**src/rtl/motor_seq_pkg.sv**
```systemverilog
// Shared types and default constants for the two-channel stepper command sequencer.
package motor_seq_pkg;

    typedef enum logic [1:0] {
        DISABLED = 2'd0,
        WAKE     = 2'd1,
        RUN      = 2'd2,
        STOPPING = 2'd3
    } seq_state_t;

    localparam int unsigned DEF_SPEED_W       = 10;
    localparam int unsigned DEF_MAX_SPEED     = 500;
    localparam int unsigned DEF_RAMP_DIV      = 100000;
    localparam int unsigned DEF_RAMP_STEP     = 4;
    localparam int unsigned DEF_DIR_SETUP_CYC = 200;
    localparam int unsigned DEF_WAKE_CYC      = 100000;
    localparam logic [2:0]  DEF_MS_CFG        = 3'b000;

endpackage

```
**src/rtl/motor_ramp_channel.sv**
```systemverilog
// One motor channel: clamps the target, slew-limits the speed and runs the
// ramp-to-zero / direction flip / setup-hold sequence on reversals.
module motor_ramp_channel
    import motor_seq_pkg::*;
#(
    parameter int unsigned SPEED_W       = DEF_SPEED_W,
    parameter int unsigned MAX_SPEED     = DEF_MAX_SPEED,
    parameter int unsigned RAMP_STEP     = DEF_RAMP_STEP,
    parameter int unsigned DIR_SETUP_CYC = DEF_DIR_SETUP_CYC
) (
    input  logic                      clock,
    input  logic                      reset,
    input  logic                      tick,
    input  logic                      enable,
    input  logic                      force_zero,
    input  logic signed [SPEED_W-1:0] tgt,
    output logic        [SPEED_W-1:0] speed,
    output logic                      dir,
    output logic                      idle
);

    localparam int unsigned EW     = SPEED_W + 1;
    localparam int unsigned HOLD_W = $clog2(DIR_SETUP_CYC + 2);
    localparam logic signed [EW-1:0] MAX_S = EW'(MAX_SPEED);
    localparam logic signed [EW-1:0] MIN_S = -MAX_S;

    logic        [SPEED_W-1:0] speed_q, speed_d;
    logic                      dir_q, dir_d;
    logic        [HOLD_W-1:0]  hold_q, hold_d;
    logic                      idle_q, idle_d;

    logic signed [EW-1:0] tgt_ext, tgt_cl;
    logic        [EW-1:0] tmag, spd_ext, up, dn;
    logic                 tgt_neg, tgt_zero, same_dir;

    // Clamp, then work on magnitudes one bit wider than the speed so nothing wraps.
    always_comb begin
        tgt_ext = {tgt[SPEED_W-1], tgt};
        if (force_zero)           tgt_cl = '0;
        else if (tgt_ext > MAX_S) tgt_cl = MAX_S;
        else if (tgt_ext < MIN_S) tgt_cl = MIN_S;
        else                      tgt_cl = tgt_ext;

        tgt_neg  = tgt_cl[EW-1];
        tgt_zero = (tgt_cl == '0);
        tmag     = tgt_neg ? EW'(-tgt_cl) : EW'(tgt_cl);
        same_dir = tgt_zero || (tgt_neg != dir_q);
        spd_ext  = {1'b0, speed_q};
        up       = spd_ext + EW'(RAMP_STEP);
        dn       = (spd_ext > EW'(RAMP_STEP)) ? spd_ext - EW'(RAMP_STEP) : '0;

        speed_d = speed_q;
        dir_d   = dir_q;
        hold_d  = hold_q;
        if (!enable) begin
            speed_d = '0;
            hold_d  = '0;
        end else if (hold_q != '0) begin
            hold_d = hold_q - 1'b1;
        end else if (tick) begin
            if (same_dir) begin
                if (spd_ext < tmag) speed_d = SPEED_W'((up > tmag) ? tmag : up);
                else                speed_d = SPEED_W'((dn < tmag) ? tmag : dn);
            end else if (speed_q != '0) begin
                speed_d = SPEED_W'(dn);
            end else begin
                dir_d  = ~dir_q;
                hold_d = HOLD_W'(DIR_SETUP_CYC);
            end
        end
        idle_d = (speed_d == '0) && (hold_d == '0);
    end

    always_ff @(posedge clock or posedge reset) begin
        if (reset) begin
            speed_q <= '0;
            dir_q   <= 1'b1;
            hold_q  <= '0;
            idle_q  <= 1'b1;
        end else begin
            speed_q <= speed_d;
            dir_q   <= dir_d;
            hold_q  <= hold_d;
            idle_q  <= idle_d;
        end
    end

    assign speed = speed_q;
    assign dir   = dir_q;
    assign idle  = idle_q;

endmodule

```
**src/rtl/motor_cmd_sequencer.sv**
```systemverilog
// Drives both MotorDriver channels from signed ControlLoop targets and owns the
// shared enable/microstep pins: wake delay, graceful stop and estop kill.
module motor_cmd_sequencer
    import motor_seq_pkg::*;
#(
    parameter int unsigned SPEED_W       = DEF_SPEED_W,
    parameter int unsigned MAX_SPEED     = DEF_MAX_SPEED,
    parameter int unsigned RAMP_DIV      = DEF_RAMP_DIV,
    parameter int unsigned RAMP_STEP     = DEF_RAMP_STEP,
    parameter int unsigned DIR_SETUP_CYC = DEF_DIR_SETUP_CYC,
    parameter int unsigned WAKE_CYC      = DEF_WAKE_CYC,
    parameter logic [2:0]  MS_CFG        = DEF_MS_CFG
) (
    input  logic                      clock,
    input  logic                      reset,
    input  logic                      arm,
    input  logic                      estop,
    input  logic signed [SPEED_W-1:0] target_left,
    input  logic signed [SPEED_W-1:0] target_right,
    input  logic                      target_valid,
    output logic        [SPEED_W-1:0] left_speed,
    output logic                      left_dir,
    output logic        [SPEED_W-1:0] right_speed,
    output logic                      right_dir,
    output logic                      run_en,
    output logic                      en_n,
    output logic        [2:0]         ms,
    output logic                      fault,
    output seq_state_t                state
);

    localparam int unsigned PRESC_W = $clog2(RAMP_DIV + 1);
    localparam int unsigned WAKE_W  = $clog2(WAKE_CYC + 1);

    seq_state_t                state_q;
    logic        [PRESC_W-1:0] presc_q;
    logic        [WAKE_W-1:0]  wake_q;
    logic                      run_en_q, en_n_q, fault_q;
    logic        [2:0]         ms_q;
    logic signed [SPEED_W-1:0] tgt_l_q, tgt_r_q;
    logic                      active_c, tick_c, ch_en_c, stop_c, idle_l, idle_r;

    assign active_c = (state_q == RUN) || (state_q == STOPPING);
    assign tick_c   = active_c && (presc_q == PRESC_W'(RAMP_DIV - 1));
    assign ch_en_c  = active_c && !estop;
    assign stop_c   = (state_q == STOPPING);

    always_ff @(posedge clock or posedge reset) begin
        if (reset) begin
            tgt_l_q <= '0;
            tgt_r_q <= '0;
        end else if (target_valid) begin
            tgt_l_q <= target_left;
            tgt_r_q <= target_right;
        end
    end

    // Sequencer FSM with prescaler, wake counter and fault latch; estop overrides everything.
    always_ff @(posedge clock or posedge reset) begin
        if (reset) begin
            state_q  <= DISABLED;
            presc_q  <= '0;
            wake_q   <= '0;
            run_en_q <= 1'b0;
            en_n_q   <= 1'b1;
            ms_q     <= 3'b000;
            fault_q  <= 1'b0;
        end else if (estop) begin
            state_q  <= DISABLED;
            presc_q  <= '0;
            wake_q   <= '0;
            run_en_q <= 1'b0;
            en_n_q   <= 1'b1;
            ms_q     <= 3'b000;
            fault_q  <= 1'b1;
        end else begin
            if (fault_q && !arm) fault_q <= 1'b0;
            if (active_c) presc_q <= tick_c ? '0 : presc_q + 1'b1;
            case (state_q)
                DISABLED: begin
                    if (arm && !fault_q) begin
                        state_q <= WAKE;
                        wake_q  <= '0;
                        en_n_q  <= 1'b0;
                        ms_q    <= MS_CFG;
                    end
                end
                WAKE: begin
                    if (!arm) begin
                        state_q <= DISABLED;
                        en_n_q  <= 1'b1;
                        ms_q    <= 3'b000;
                    end else if (wake_q == WAKE_W'(WAKE_CYC - 1)) begin
                        state_q  <= RUN;
                        presc_q  <= '0;
                        run_en_q <= 1'b1;
                    end else begin
                        wake_q <= wake_q + 1'b1;
                    end
                end
                RUN: begin
                    if (!arm) state_q <= STOPPING;
                end
                STOPPING: begin
                    if (arm) begin
                        state_q  <= WAKE;
                        wake_q   <= '0;
                        run_en_q <= 1'b0;
                    end else if (idle_l && idle_r) begin
                        state_q  <= DISABLED;
                        run_en_q <= 1'b0;
                        en_n_q   <= 1'b1;
                        ms_q     <= 3'b000;
                    end
                end
                default: state_q <= DISABLED;
            endcase
        end
    end

    motor_ramp_channel #(
        .SPEED_W(SPEED_W), .MAX_SPEED(MAX_SPEED),
        .RAMP_STEP(RAMP_STEP), .DIR_SETUP_CYC(DIR_SETUP_CYC)
    ) u_left (
        .clock(clock), .reset(reset), .tick(tick_c), .enable(ch_en_c),
        .force_zero(stop_c), .tgt(tgt_l_q),
        .speed(left_speed), .dir(left_dir), .idle(idle_l)
    );

    motor_ramp_channel #(
        .SPEED_W(SPEED_W), .MAX_SPEED(MAX_SPEED),
        .RAMP_STEP(RAMP_STEP), .DIR_SETUP_CYC(DIR_SETUP_CYC)
    ) u_right (
        .clock(clock), .reset(reset), .tick(tick_c), .enable(ch_en_c),
        .force_zero(stop_c), .tgt(tgt_r_q),
        .speed(right_speed), .dir(right_dir), .idle(idle_r)
    );

    assign state  = state_q;
    assign run_en = run_en_q;
    assign en_n   = en_n_q;
    assign ms     = ms_q;
    assign fault  = fault_q;

endmodule

```
**config.mk**
```make
export PLATFORM = sky130hd
export DESIGN_NAME = motor_cmd_sequencer
export DESIGN_NICKNAME = d
export VERILOG_FILES = /design/src/rtl/motor_seq_pkg.sv /design/src/rtl/motor_ramp_channel.sv /design/src/rtl/motor_cmd_sequencer.sv
export SDC_FILE = /design/constraint.sdc
export NUM_CORES = 1
export LEC_CHECK = 0
export CAP_MARGIN = 10
export CORE_ASPECT_RATIO = 2
export CORE_MARGIN = 2
export CORE_UTILIZATION = 50
export DETAILED_ROUTE_END_ITERATION = 16
export PLACE_DENSITY_LB_ADDON = 0.2
export SYNTH_ARGS = -nofsm -noshare
export SYNTH_HDL_FRONTEND = slang
export SYNTH_HIERARCHICAL = 1
export SYNTH_SLANG_ARGS = --single-unit
```
**constraint.sdc**
```tcl
create_clock -name clock -period 4.8 [get_ports clock]
set_clock_uncertainty 0.1 [all_clocks]
set_input_delay 1.2 -clock clock [delete_from_list [all_inputs] [get_ports clock]]
set_output_delay 1.2 -clock clock [all_outputs]
set_load 0.02 [all_outputs]
```
==> flow_metrics.tcl <==
set metrics [dict create \
    status "finished with violations" \
    crit_type "flip-flop to flip-flop" \
    rows 68 \
    boundaryPins 55 \
    dp_cells 1414 \
    final_util_pct 66.75 \
    grt_pass1_vias 9277 \
    routed_wl_mm 31.53 \
    ys.flop_type "dfrtp_1" \
    fin_cells 1448 \
    cap_viol_max_count 0 \
    hpwl_mm 24.10 \
    antenna_left 0 \
    path_max_fanout 4 \
    place_congestion 1.078 \
    met3_length_mm 1.385 \
    cts-root-buf "clkbuf_16" \
    syn_to_final_growth_pct 30.68 \
    wl_per_cell_um 21.77 \
    pwr-share-comb_pct 37.4 \
    synthArstFlopShare_pct 100.0 \
    syn_area_per_cell_um2 8.372 \
    clock_latency_ns 0.36 \
    path_clk_slew_ns 0.07 \
    grt_pass1_wl_mm 48.24 \
    seq_area_frac_synth_pct 28.01 \
    violations "negative setup slack" \
    finalHoldViolCount 0 \
    pwr-share-seq_pct 34.8 \
    dr.first_iter.drc_count 485 \
    worst_hold_slack_ns 0.4399 \
    synth_edf_count 0 \
    p_int_mw 1.648 \
    clock.fmax_mhz 203.9 \
    critPathCaptureType "flip-flop" \
    postSynthCellCount 1059 \
    grtUsageTotal_pct 32.72 \
    wl_met2_mm 17.01 \
    min_period_ns 4.905 \
    startpoint "tgt_r_q[4]" \
    endpoint "u_right/idle" \
    fp.coreArea_mm2 0.01736 \
    drc 0 \
    worst_pin_slew_ns 0.8821 \
    rsz0062_at_grt "yes" \
    ys_types 112 \
    io_buffers 51 \
    diodes 0 \
    r2r_cells 21 \
    h-tree-depth 3 \
    r2r_start "tgt_r_q[4]" \
    hold_class "flip-flop to flip-flop" \
    r2r_end "u_right/idle" \
    critPathLaunchType "flip-flop" \
    synthesis.area_mm2 0.008866 \
    final_cell_area_mm2 0.01159 \
    die_y_um 192.3 \
    synth_warnings 6 \
    place_area_mm2 0.01062 \
    p_leak_nw 4.988 \
    fin_crit_sh_pct 102.2 \
    clock-sinks 99 \
    synth.ff_latch_count 99 \
    ff2ff_setup_slack_ns -0.11 \
    final_nets 1314 \
    cts_tree "yes" \
    drive_gt1_share_pct 29.16 \
    ir_worst_vdd_mv 0.1966 \
    numCtsBuffers 9 \
    dieArea_mm2 0.01888 \
    highest_layer "met4" \
    dr_total_vias 9115 \
    relSlewSlack_pct 41.01 \
    p_switching_uw 854.5 \
    power_per_cell_area_mw_per_mm2 216.0 \
    viasPerCell 6.295 \
    swShare_pct 34.15 \
    grt_max_degree 40 \
    worst_ep_arrival_time_ns 5.10 \
    grt-ovfl-total 0 \
    worst_slack_ns -0.1053 \
    firstDrtPassIters 6 \
    drv_slew 0 \
    drt-met1-wl_mm 10.38 \
    clkPwrFrac_pct 27.8 \
    setup_viol 2 \
    cts.path.max_buffers 2 \
    start_util_pct 51.08 \
    antenna_found_initial 0 \
    fp.dieW_um 98.16 \
    required_ns 5.00 \
]
==> registers in the layout (all words and copies together) (netlist names) <==
signal          cells
u_left/speed       10
u_right/dir         1
u_left/idle         1
wake_q             17
u_left/hold_q       8
u_right/idle        1
presc_q            17
u_right/speed      10
tgt_l_q            10
u_right/hold_q      8
run_en              1
en_n                1
state               2
fault               1
tgt_r_q            10
u_left/dir          1
==> metrics by stage <==
step	setup slack (ns)	TNS, ns	power, mW
after global placement	-0.1598	-0.2398	1.670
after CTS	-0.03897	-0.03897	2.396
final	-0.1053	-0.1983	2.502
after global routing	-0.2749	-0.4669	2.605
after floorplan	-0.1516	-0.1516	1.365
after detailed placement	-0.2445	-0.3578	1.679
==> cells by family after synthesis <==
kind of cell	synth area share, %
buf+inv	5.193
compound gates	21.38
other cells	0.1270
fa+ha+maj	8.369
simple gates	26.74
flops	28.01
mux	3.359
xor+xnor	6.816
==> metal layers <==
layer  track usage [%]  vias up
met5                 0        -
met4             25.50        0
met3             5.034      159
met2             62.83      341
met1             29.92     4393
li1                  -     4222
==> synthesized netlist by cell type (all sizes together), types with 9 or more instances <==
cell    count  area [µm²]
or2         9       58.81
clkbuf     25       97.60
nor4       15       140.1
and2       14       88.84
nor2b      15       93.84
dfrtp      94        2352
or4         9       75.07
o21ai      45       232.7
o31ai      13       116.4
a31oi      11       68.82
ha         56       700.7
mux2       22       247.7
xnor2      38       332.8
inv        51       191.4
nor2      117       485.5
nand2      85       324.1
xor2       31       271.5
o21a       11       83.83
nand3      47       235.2
a21o       14       105.1
buf        25       171.4
and3       16       105.1
nor3       35       196.4
a21oi      70       384.1
nand2b     10       62.56
or3        16       101.4
a211oi     11       82.58
nand4      19       118.9
o211ai     12       95.09
==> worst min-delay path by stage <==
stage / from / depth (start not counted) / to / slack, ns
2_1_floorplan: u_right/hold_q[7] / 1 / u_right/hold_q[7] / 0.37
3_3_place_gp: wake_q[1] / 2 / wake_q[1] / 0.40
3_5_place_dp: wake_q[1] / 2 / wake_q[1] / 0.42
4_1_cts: wake_q[1] / 2 / wake_q[1] / 0.43
5_1_grt: u_left/dir / 1 / u_left/dir / 0.46
6_report: u_left/dir / 1 / u_left/dir / 0.44
==> power groups by stage <==
stage / clock network [mW] / logic [mW] / registers, mW
3_3_place_gp: 0 / 0.784 / 0.885
4_1_cts: 0.711 / 0.815 / 0.870
2_1_floorplan: 0 / 0.470 / 0.895
3_5_place_dp: 0 / 0.793 / 0.887
5_1_grt: 0.733 / 0.999 / 0.873
6_report: 0.694 / 0.936 / 0.871
==> critical path: stages (launching register included) <==
cell      delay [ns]
dfrtp_1         0.43
nor4_4          0.30
nand2_1         0.11
nand2_2         0.09
ha_4            0.21
nor3b_4         0.21
nand2_2         0.10
ha_4            0.18
nor4b_4         0.13
buf_4           0.14
a221o_1         0.34
o221a_2         0.29
or2_4           0.27
a31oi_2         0.23
o21a_2          0.25
buf_4           0.17
nand2_1         0.20
buf_4           0.22
a32oi_1         0.22
o31ai_2         0.13
nor3_4          0.26
and4bb_1        0.24
==> repair_timing <==
action,4_1_cts,5_1_grt
hold buffers,0,0
pin swaps,16,70
setup buffers,7,12
setup endpoints to repair,4,7
resized for setup,25,91
==> final cells by class <==
cell class	count	area [µm²]
inverters	51	191.4
repair buffers	209	1730
clock inverters	4	28.78
clock buffers	12	246.5
fillers	1448	5771
well taps	210	262.8
flip-flops and latches	99	2485
multi-input cells	863	6641
==> cells in the final DEF, fill, tap and decap left out, types with 12 or more instances in the layout <==
| master | count |
|---|---|
| a21oi_1 | 55 |
| nand3_1 | 46 |
| nor2b_1 | 12 |
| a21o_1 | 14 |
| nor3_1 | 27 |
| inv_1 | 48 |
| xnor2_1 | 35 |
| nand2_1 | 77 |
| clkdlybuf4s50_1 | 51 |
| and2_1 | 12 |
| xor2_1 | 31 |
| buf_4 | 149 |
| and3_1 | 15 |
| nand4_1 | 19 |
| dfrtp_1 | 93 |
| nor2_2 | 14 |
| mux2_2 | 20 |
| nor2_1 | 99 |
| ha_1 | 43 |
| or3_1 | 13 |
| o21ai_0 | 24 |
| ha_4 | 12 |
No activity file was read; power rests on OpenSTA's default activity.
